File: config.mk
export PLATFORM = sky130hd
export DESIGN_NAME = acorn_phase_ctrl_flat
export DESIGN_NICKNAME = d
export VERILOG_FILES = /design/src/rtl/acorn_phase_if.sv /design/src/rtl/acorn_phase_ctrl.sv /design/src/flat_wrapper.sv
export SDC_FILE = /design/constraint.sdc
export NUM_CORES = 2
export LEC_CHECK = 0
export ABC_AREA = 1
export CAP_MARGIN = 20
export CORE_ASPECT_RATIO = 1.75
export CORE_MARGIN = 2
export CORE_UTILIZATION = 55
export CTS_CLUSTER_SIZE = 8
export DETAILED_ROUTE_END_ITERATION = 6
export GPL_TIMING_DRIVEN = 1
export PLACE_DENSITY = 0.83
export SLEW_MARGIN = 15
export SYNTH_ARGS = -nofsm -noshare
export SYNTH_HDL_FRONTEND = slang
export SYNTH_SLANG_ARGS = --single-unit
export TNS_END_PERCENT = 1
File: constraint.sdc
create_clock -name clk -period 39.4 [get_ports clk]
set_input_delay 9.85 -clock clk [delete_from_list [all_inputs] [get_ports clk]]
set_output_delay 9.85 -clock clk [all_outputs]
set_load 0.1 [all_outputs]
File: src/rtl/acorn_phase_if.sv
// Handshake/bus bundle for the ACORN-128 phase sequencer.
// ACORN_PHASE_ABORT_EN adds the abort/aborted pair.
interface acorn_phase_if #(
  parameter int AD_BITS = 128,
  parameter int PT_BITS = 128,
  parameter int LW      = $clog2(((AD_BITS > PT_BITS) ? AD_BITS : PT_BITS) + 1)
);
  logic               start;
  logic [127:0]       key_in;
  logic [127:0]       iv_in;
  logic [AD_BITS-1:0] ad_in;
  logic [LW-1:0]      ad_len;
  logic [PT_BITS-1:0] pt_in;
  logic [LW-1:0]      pt_len;
  logic               upd_en;
  logic               m_bit;
  logic               ca;
  logic               cb;
  logic               enc_vld;
  logic [LW-1:0]      enc_idx;
  logic               tag_vld;
  logic               busy;
  logic               done;
`ifdef ACORN_PHASE_ABORT_EN
  logic               abort;
  logic               aborted;
`endif

  modport master (
`ifdef ACORN_PHASE_ABORT_EN
    output abort, input aborted,
`endif
    output start, key_in, iv_in, ad_in, ad_len, pt_in, pt_len,
    input  upd_en, m_bit, ca, cb, enc_vld, enc_idx, tag_vld, busy, done
  );

  modport slave (
`ifdef ACORN_PHASE_ABORT_EN
    input abort, output aborted,
`endif
    input  start, key_in, iv_in, ad_in, ad_len, pt_in, pt_len,
    output upd_en, m_bit, ca, cb, enc_vld, enc_idx, tag_vld, busy, done
  );
endinterface

File: src/rtl/acorn_phase_ctrl.sv
// ACORN-128 phase sequencer: INIT/AD/ENC/FINAL step strobes, message bit, ca/cb.
// Optional ACORN_PHASE_ABORT_EN adds a run abort input and aborted pulse.
module acorn_phase_ctrl #(
  parameter int AD_BITS = 128,
  parameter int PT_BITS = 128,
  parameter int LW      = $clog2(((AD_BITS > PT_BITS) ? AD_BITS : PT_BITS) + 1)
) (
  input  logic          clk,
  input  logic          rst,
  acorn_phase_if.slave  bus
);
  localparam int CW  = 11;
  localparam int ADW = $clog2(AD_BITS);
  localparam int PTW = $clog2(PT_BITS);

  typedef enum logic [2:0] {IDLE, INIT, AD, ENC, FIN, DONE} state_t;

  state_t             state, ns;
  logic [CW-1:0]      cnt, nc;
  logic [127:0]       key_q, iv_q, k_s, iv_s;
  logic [AD_BITS-1:0] ad_q, ad_s;
  logic [PT_BITS-1:0] pt_q, pt_s;
  logic [CW-1:0]      adl_q, ptl_q, adl_s, ptl_s;
  logic               go, kill;
  logic               upd_d, m_d, ca_d, cb_d, ev_d, tv_d, busy_d, done_d;
  logic [LW-1:0]      idx_d;

  function automatic logic [CW-1:0] clamp(input logic [LW-1:0] len, input int unsigned cap);
    if (32'(len) > cap) return CW'(cap);
    return CW'(len);
  endfunction

  // Next state/step; outputs below are computed for the step being entered
  // so that the registered strobes line up with the state they describe.
  always_comb begin
    ns   = state;
    nc   = cnt + 11'd1;
    go   = (state == IDLE) && bus.start;
    kill = 1'b0;
`ifdef ACORN_PHASE_ABORT_EN
    if (bus.abort) begin
      go   = 1'b0;
      kill = (state == INIT) || (state == AD) || (state == ENC) || (state == FIN);
    end
`endif
    case (state)
      IDLE: begin nc = '0; if (go) ns = INIT; end
      INIT: if (cnt == 11'd1791)           begin ns = AD;   nc = '0; end
      AD:   if (cnt == adl_q + 11'd255)    begin ns = ENC;  nc = '0; end
      ENC:  if (cnt == ptl_q + 11'd255)    begin ns = FIN;  nc = '0; end
      FIN:  if (cnt == 11'd767)            begin ns = DONE; nc = '0; end
      DONE: begin ns = IDLE; nc = '0; end
      default: begin ns = IDLE; nc = '0; end
    endcase
    if (kill) begin
      ns = IDLE;
      nc = '0;
    end
  end

  assign k_s   = go ? bus.key_in : key_q;
  assign iv_s  = go ? bus.iv_in  : iv_q;
  assign ad_s  = go ? bus.ad_in  : ad_q;
  assign pt_s  = go ? bus.pt_in  : pt_q;
  assign adl_s = go ? clamp(bus.ad_len, AD_BITS) : adl_q;
  assign ptl_s = go ? clamp(bus.pt_len, PT_BITS) : ptl_q;

  always_comb begin
    upd_d = 1'b0; m_d = 1'b0; ca_d = 1'b0; cb_d = 1'b0; ev_d = 1'b0;
    idx_d = '0;   tv_d = 1'b0; busy_d = 1'b0; done_d = 1'b0;
    case (ns)
      INIT: begin
        upd_d = 1'b1; busy_d = 1'b1; ca_d = 1'b1; cb_d = 1'b1;
        if (nc < 11'd128)       m_d = k_s[nc[6:0]];
        else if (nc < 11'd256)  m_d = iv_s[nc[6:0]];
        else if (nc == 11'd256) m_d = ~k_s[0];
        else                    m_d = k_s[nc[6:0]];
      end
      AD: begin
        upd_d = 1'b1; busy_d = 1'b1; cb_d = 1'b1;
        m_d   = (nc < adl_s) ? ad_s[nc[ADW-1:0]] : (nc == adl_s);
        ca_d  = (nc < adl_s + 11'd128);
      end
      ENC: begin
        upd_d = 1'b1; busy_d = 1'b1;
        m_d   = (nc < ptl_s) ? pt_s[nc[PTW-1:0]] : (nc == ptl_s);
        ca_d  = (nc < ptl_s + 11'd128);
        ev_d  = (nc < ptl_s);
        idx_d = ev_d ? nc[LW-1:0] : '0;
      end
      FIN: begin
        upd_d = 1'b1; busy_d = 1'b1; ca_d = 1'b1; cb_d = 1'b1;
        tv_d  = (nc >= 11'd640);
      end
      DONE:    done_d = 1'b1;
      default: ;
    endcase
  end

  always_ff @(posedge clk or posedge rst) begin
    if (rst) begin
      state <= IDLE;   cnt <= '0;
      key_q <= '0;     iv_q <= '0;  ad_q <= '0;  pt_q <= '0;
      adl_q <= '0;     ptl_q <= '0;
      bus.upd_en <= 1'b0; bus.m_bit <= 1'b0; bus.ca <= 1'b0; bus.cb <= 1'b0;
      bus.enc_vld <= 1'b0; bus.enc_idx <= '0; bus.tag_vld <= 1'b0;
      bus.busy <= 1'b0; bus.done <= 1'b0;
`ifdef ACORN_PHASE_ABORT_EN
      bus.aborted <= 1'b0;
`endif
    end else begin
      state <= ns;
      cnt   <= nc;
      if (go) begin
        key_q <= k_s;   iv_q <= iv_s;  ad_q <= ad_s;  pt_q <= pt_s;
        adl_q <= adl_s; ptl_q <= ptl_s;
      end
      bus.upd_en  <= upd_d;  bus.m_bit   <= m_d;   bus.ca   <= ca_d;
      bus.cb      <= cb_d;   bus.enc_vld <= ev_d;  bus.enc_idx <= idx_d;
      bus.tag_vld <= tv_d;   bus.busy    <= busy_d; bus.done <= done_d;
`ifdef ACORN_PHASE_ABORT_EN
      bus.aborted <= kill;
`endif
    end
  end
endmodule

File: src/flat_wrapper.sv
// flat-port wrapper written by rule: the top's interface ports become plain ports
module acorn_phase_ctrl_flat 
#(
  parameter int AD_BITS = 128,
  parameter int PT_BITS = 128,
  parameter int LW      = $clog2(((AD_BITS > PT_BITS) ? AD_BITS : PT_BITS) + 1)
)
  (clk, rst, bus_start, bus_key_in, bus_iv_in, bus_ad_in, bus_ad_len, bus_pt_in, bus_pt_len, bus_upd_en, bus_m_bit, bus_ca, bus_cb, bus_enc_vld, bus_enc_idx, bus_tag_vld, bus_busy, bus_done);
  acorn_phase_if #(.AD_BITS(AD_BITS), .PT_BITS(PT_BITS), .LW(LW)) bus_i ();
  input  logic clk;
  input  logic rst;
  input wire logic [$bits(bus_i.start)-1:0] bus_start;
  input wire logic [$bits(bus_i.key_in)-1:0] bus_key_in;
  input wire logic [$bits(bus_i.iv_in)-1:0] bus_iv_in;
  input wire logic [$bits(bus_i.ad_in)-1:0] bus_ad_in;
  input wire logic [$bits(bus_i.ad_len)-1:0] bus_ad_len;
  input wire logic [$bits(bus_i.pt_in)-1:0] bus_pt_in;
  input wire logic [$bits(bus_i.pt_len)-1:0] bus_pt_len;
  output wire logic [$bits(bus_i.upd_en)-1:0] bus_upd_en;
  output wire logic [$bits(bus_i.m_bit)-1:0] bus_m_bit;
  output wire logic [$bits(bus_i.ca)-1:0] bus_ca;
  output wire logic [$bits(bus_i.cb)-1:0] bus_cb;
  output wire logic [$bits(bus_i.enc_vld)-1:0] bus_enc_vld;
  output wire logic [$bits(bus_i.enc_idx)-1:0] bus_enc_idx;
  output wire logic [$bits(bus_i.tag_vld)-1:0] bus_tag_vld;
  output wire logic [$bits(bus_i.busy)-1:0] bus_busy;
  output wire logic [$bits(bus_i.done)-1:0] bus_done;
  assign bus_i.start = bus_start;
  assign bus_i.key_in = bus_key_in;
  assign bus_i.iv_in = bus_iv_in;
  assign bus_i.ad_in = bus_ad_in;
  assign bus_i.ad_len = bus_ad_len;
  assign bus_i.pt_in = bus_pt_in;
  assign bus_i.pt_len = bus_pt_len;
  assign bus_upd_en = bus_i.upd_en;
  assign bus_m_bit = bus_i.m_bit;
  assign bus_ca = bus_i.ca;
  assign bus_cb = bus_i.cb;
  assign bus_enc_vld = bus_i.enc_vld;
  assign bus_enc_idx = bus_i.enc_idx;
  assign bus_tag_vld = bus_i.tag_vld;
  assign bus_busy = bus_i.busy;
  assign bus_done = bus_i.done;
  acorn_phase_ctrl #(.AD_BITS(AD_BITS), .PT_BITS(PT_BITS), .LW(LW)) u_core (.clk(clk), .rst(rst), .bus(bus_i));
endmodule
==> metrics.md <==
| Metric | Value |
|---|---|
| Clock sinks | 563 |
| Syn_nets | 4417 |
| Largest net degree at the start of global routing | 244 |
| Synth area leaders | dfrtp_1 (47%), nand2_1 (10%), or2_2 (8.4%), o21ai_0 (7.7%), inv_1 (7.0%) |
| Vias in the first global route | 28100 |
| IO Port Bufs | 546 |
| Clk buf depth | 3 |
| Final Hold Fails | 0 |
| Failing checks | design-rule violations |
| Required time of the worst setup path | 39.95 ns |
| First-pass GRT wire length | 166 mm |
| Fmax | 69.9 MHz |
| Clk pin slew, worst setup/hold paths | 0.05 ns |
| Met3 usage in global routing | 6.47% |
| Root Buffer Master | clkbuf_16 |
| Max-slew violation count | 0 |
| Crit share post-route | 36.3% |
| Antenna violations before repair | 26 |
| Sequential fraction of the synthesis area | 47.0% |
| Initial Util | 55.5% |
| Status | finished with violations |
| Crit-path cells | clkdlybuf4s50_1 > nand3_4 > buf_4 > buf_4 > buf_12 > o21ai_0 > nand2_1 > nand3_1 > nand3_1 > nand2_1 > nand3_1 > nand3_1 > nand2_1 > nand2_1 > nand3_1 > nand3_1 > nand3_1 |
| H-tree levels | 3 |
| Drt first-iter violations | 3101 |
| Wire per inst | 22.4 um |
| Async S/R FF share, synth | 100% |
| Top delay family on crit path | buffers and inverters |
| Startpoint type of the worst setup path | primary input |
| # Max-Cap Violations | 0 |
| Area of the mapped netlist | 30000 um^2 |
| Core area | 54000 um^2 |
| Peak VDD IR | 0.0000289 V |
| Top cell type's share of synthesized area | 47.0% |
| Global-route met2 utilization | 62.4% |
| Worst Path Buf+Inv | 4 |
| EDFF count, synth | 0 |
| Library cells used by synthesis | 46 |
| GPL Wtd Cong | 1.03 |
| RSZ-0062 raised after global routing | no |
| Leakage Power | 24.0 nW |
| Die X | 180 um |
| Hold buffer count at CTS | 0 |
| GR Util met1 | 46.0% |
| Cell count along the critical path | 17 |
| Post-synthesis cell count | 3853 |
| Ys flop type | dfrtp_1 |
| Via/cell ratio | 5.65 |
| All-Layer GR Usage | 39.0% |
| Max incr delay on CP | 0.78 ns |
| GRT Max-Usage Layer | met2 |
| Worst Skew | 0.0208 ns |
| Post-synth top cells | nand2_1 (830), dfrtp_1 (563), inv_1 (555), o21ai_0 (459), or2_2 (403) |
| Post-detail-place hpwl | 78.5 mm |
| Final Critical Period | 14.30 ns |
| Die area | 56400 um^2 |
| CTS buffer count | 80 |
| Skew-Pair Late Insertion Delay | 0.62 ns |
| Final #Nets | 4850 |
| Share of layout cells above drive strength 1 | 13.2% |
| Crit path kind | primary input to flop |
| Grt total ovfl | 0 |
| Setup TNS | 0 ns |
| DR pass1 iterations | 7 |
| Routed Antenna Nets | 0 |
| Post-synthesis register bit count | 563 |
| Slew HR | 24.3% |
| Worst EP arrival | 14.85 ns |
| Filler Cells Inserted | 4354 |
| Pre-CTS WS | 24.70 ns |
| Num ports | 547 |
| Pwr per Cell Area | 33.8 nW/um^2 |
| Worst hold-check path type | flop to flop |
| WHS Path Cells | 2 |
| Worst Slack Setup Final | 25.10 ns |
| Routed WL | 112 mm |
| Total setup buffers inserted after CTS | 0 |
| Final setup violation count | 0 |
| Synthesized area per cell | 7.78 um^2 |
| Critical path's most frequent cell | nand3_1 |
| Worst Path Max Fanout | 198 |
| DIE HEIGHT | 313 um |
| Warnings, synthesis | 0 |
| # rows | 113 |
| Hold WS | 0.470 ns |
| Synthesis-to-finish area growth | 25.9% |
| Worst setup EP type | flop |
| Remaining DRCs | 3 |
| Via count | 28300 |
| CTS resizes | 0 |
| Leading area contributor after synthesis | dfrtp_1 |
| CTS tree | yes |
| R2r worst-path depth | 28 |
| Count leader, synth | nand2_1 |
| Worst-Margin Slew | 1.13 ns |
| Slowest cell on the critical path | buf_4 |
==> flip-flops by register name, summed over array words and instances, names as in the netlist <==
name and flops:
u_core.key_q 128, u_core.bus.busy 1, u_core.state 3, u_core.bus.tag_vld 1, u_core.pt_q 128, u_core.bus.ca 1
u_core.bus.done 1, u_core.iv_q 128, u_core.cnt 11, u_core.ad_q 128, u_core.bus.m_bit 1, u_core.bus.enc_vld 1
u_core.bus.enc_idx 8, u_core.adl_q 11, u_core.ptl_q 11, u_core.bus.cb 1
==> cell families (layout without fill, tap and decap cells) <==
group | Yosys count | after routing | synth area share (%)
AOI/OAI and AO/OA | 616 | 616 | 11.0
other | 0 | 23 | 0
DFF | 563 | 563 | 47.0
adders and majority gates | 33 | 33 | 1.38
and+or+nand+nor | 1760 | 1760 | 27.3
buffers and inverters | 802 | 1242 | 10.8
xor gates and xnor gates | 20 | 20 | 0.585
muxes | 59 | 59 | 1.97
==> routing by layer <==
layer | wire length, um | vias to the layer above
li1 | - | 12900
met1 | 39700 | 13400
met2 | 53100 | 1564
met3 | 8780 | 391
met4 | 10500 | 8
met5 | 53 | -
==> area by class of cell <==
type / instances / area [um^2] / area share [%]
flip-flops and latches: 563 / 14100 / 37.3
multi-input cells: 2488 / 12700 / 33.6
repair buffers: 575 / 5710 / 15.1
inverters: 578 / 2190 / 5.80
clock buffers: 82 / 2030 / 5.38
well taps: 690 / 863 / 2.29
clock inverters: 7 / 109 / 0.289
diodes: 23 / 57.6 / 0.153
==> worst register-to-register path, delay by kind of cell, from the launching register on <==
family | cells | cell delay, ns
simple gates | 21 | 3.23
fa+ha+maj | 1 | 0.25
compound gates | 1 | 0.45
flops | 1 | 0.38
buf+inv | 5 | 2.59
==> cells in the final DEF (no fill, tap or decap), types with 4 or more instances in the layout <==
cell	count
o21ai_1	9
inv_1	552
mux2i_1	59
nand2_1	829
a31oi_1	6
clkbuf_16	81
xor2_1	17
nor3_1	9
buf_4	28
or2_2	403
a21oi_1	61
nand3_1	320
nor2_1	154
ha_1	33
dfrtp_1	563
inv_2	20
o21ai_0	459
nand4_1	7
a211oi_1	4
clkdlybuf4s50_1	545
and2_1	12
nor2_2	4
o211ai_1	61
nand2_2	7
o22ai_1	7
diode_2	23
==> per-stage QoR <==
stage	cells	power, W	util [%]	cell area, um^2
after floorplan	3853	0.000598	-	30000
after global placement	4894	0.000663	65.8	35500
after detailed placement	4894	0.000662	65.8	35500
after CTS	4983	0.00127	69.7	37700
after global routing	5002	0.00130	69.8	37700
final	5006	0.00127	69.8	37700
==> path summary, 6_finish.rpt <==
path	start	endpoint	slack (ns)
worst min register to register	u_core.key_q[107]	u_core.key_q[107]	0.47
worst max register to register	u_core.adl_q[0]	u_core.bus.m_bit	32.41
worst max-delay path	bus_start	u_core.bus.m_bit	25.10
min in group asynchronous	rst	u_core.iv_q[2]	9.75
worst min-delay path	u_core.key_q[107]	u_core.key_q[107]	0.47
max in group asynchronous	rst	u_core.ad_q[100]	26.57
==> power breakdown <==
group	switching, W	total [W]	internal (W)
registers	0	0.000579	0.000579
clock network	0.000251	0.000620	0.000369
logic	0.0000275	0.0000742	0.0000467
total	0.000278	0.00127	0.000995
(Power assumes the default switching activity.)
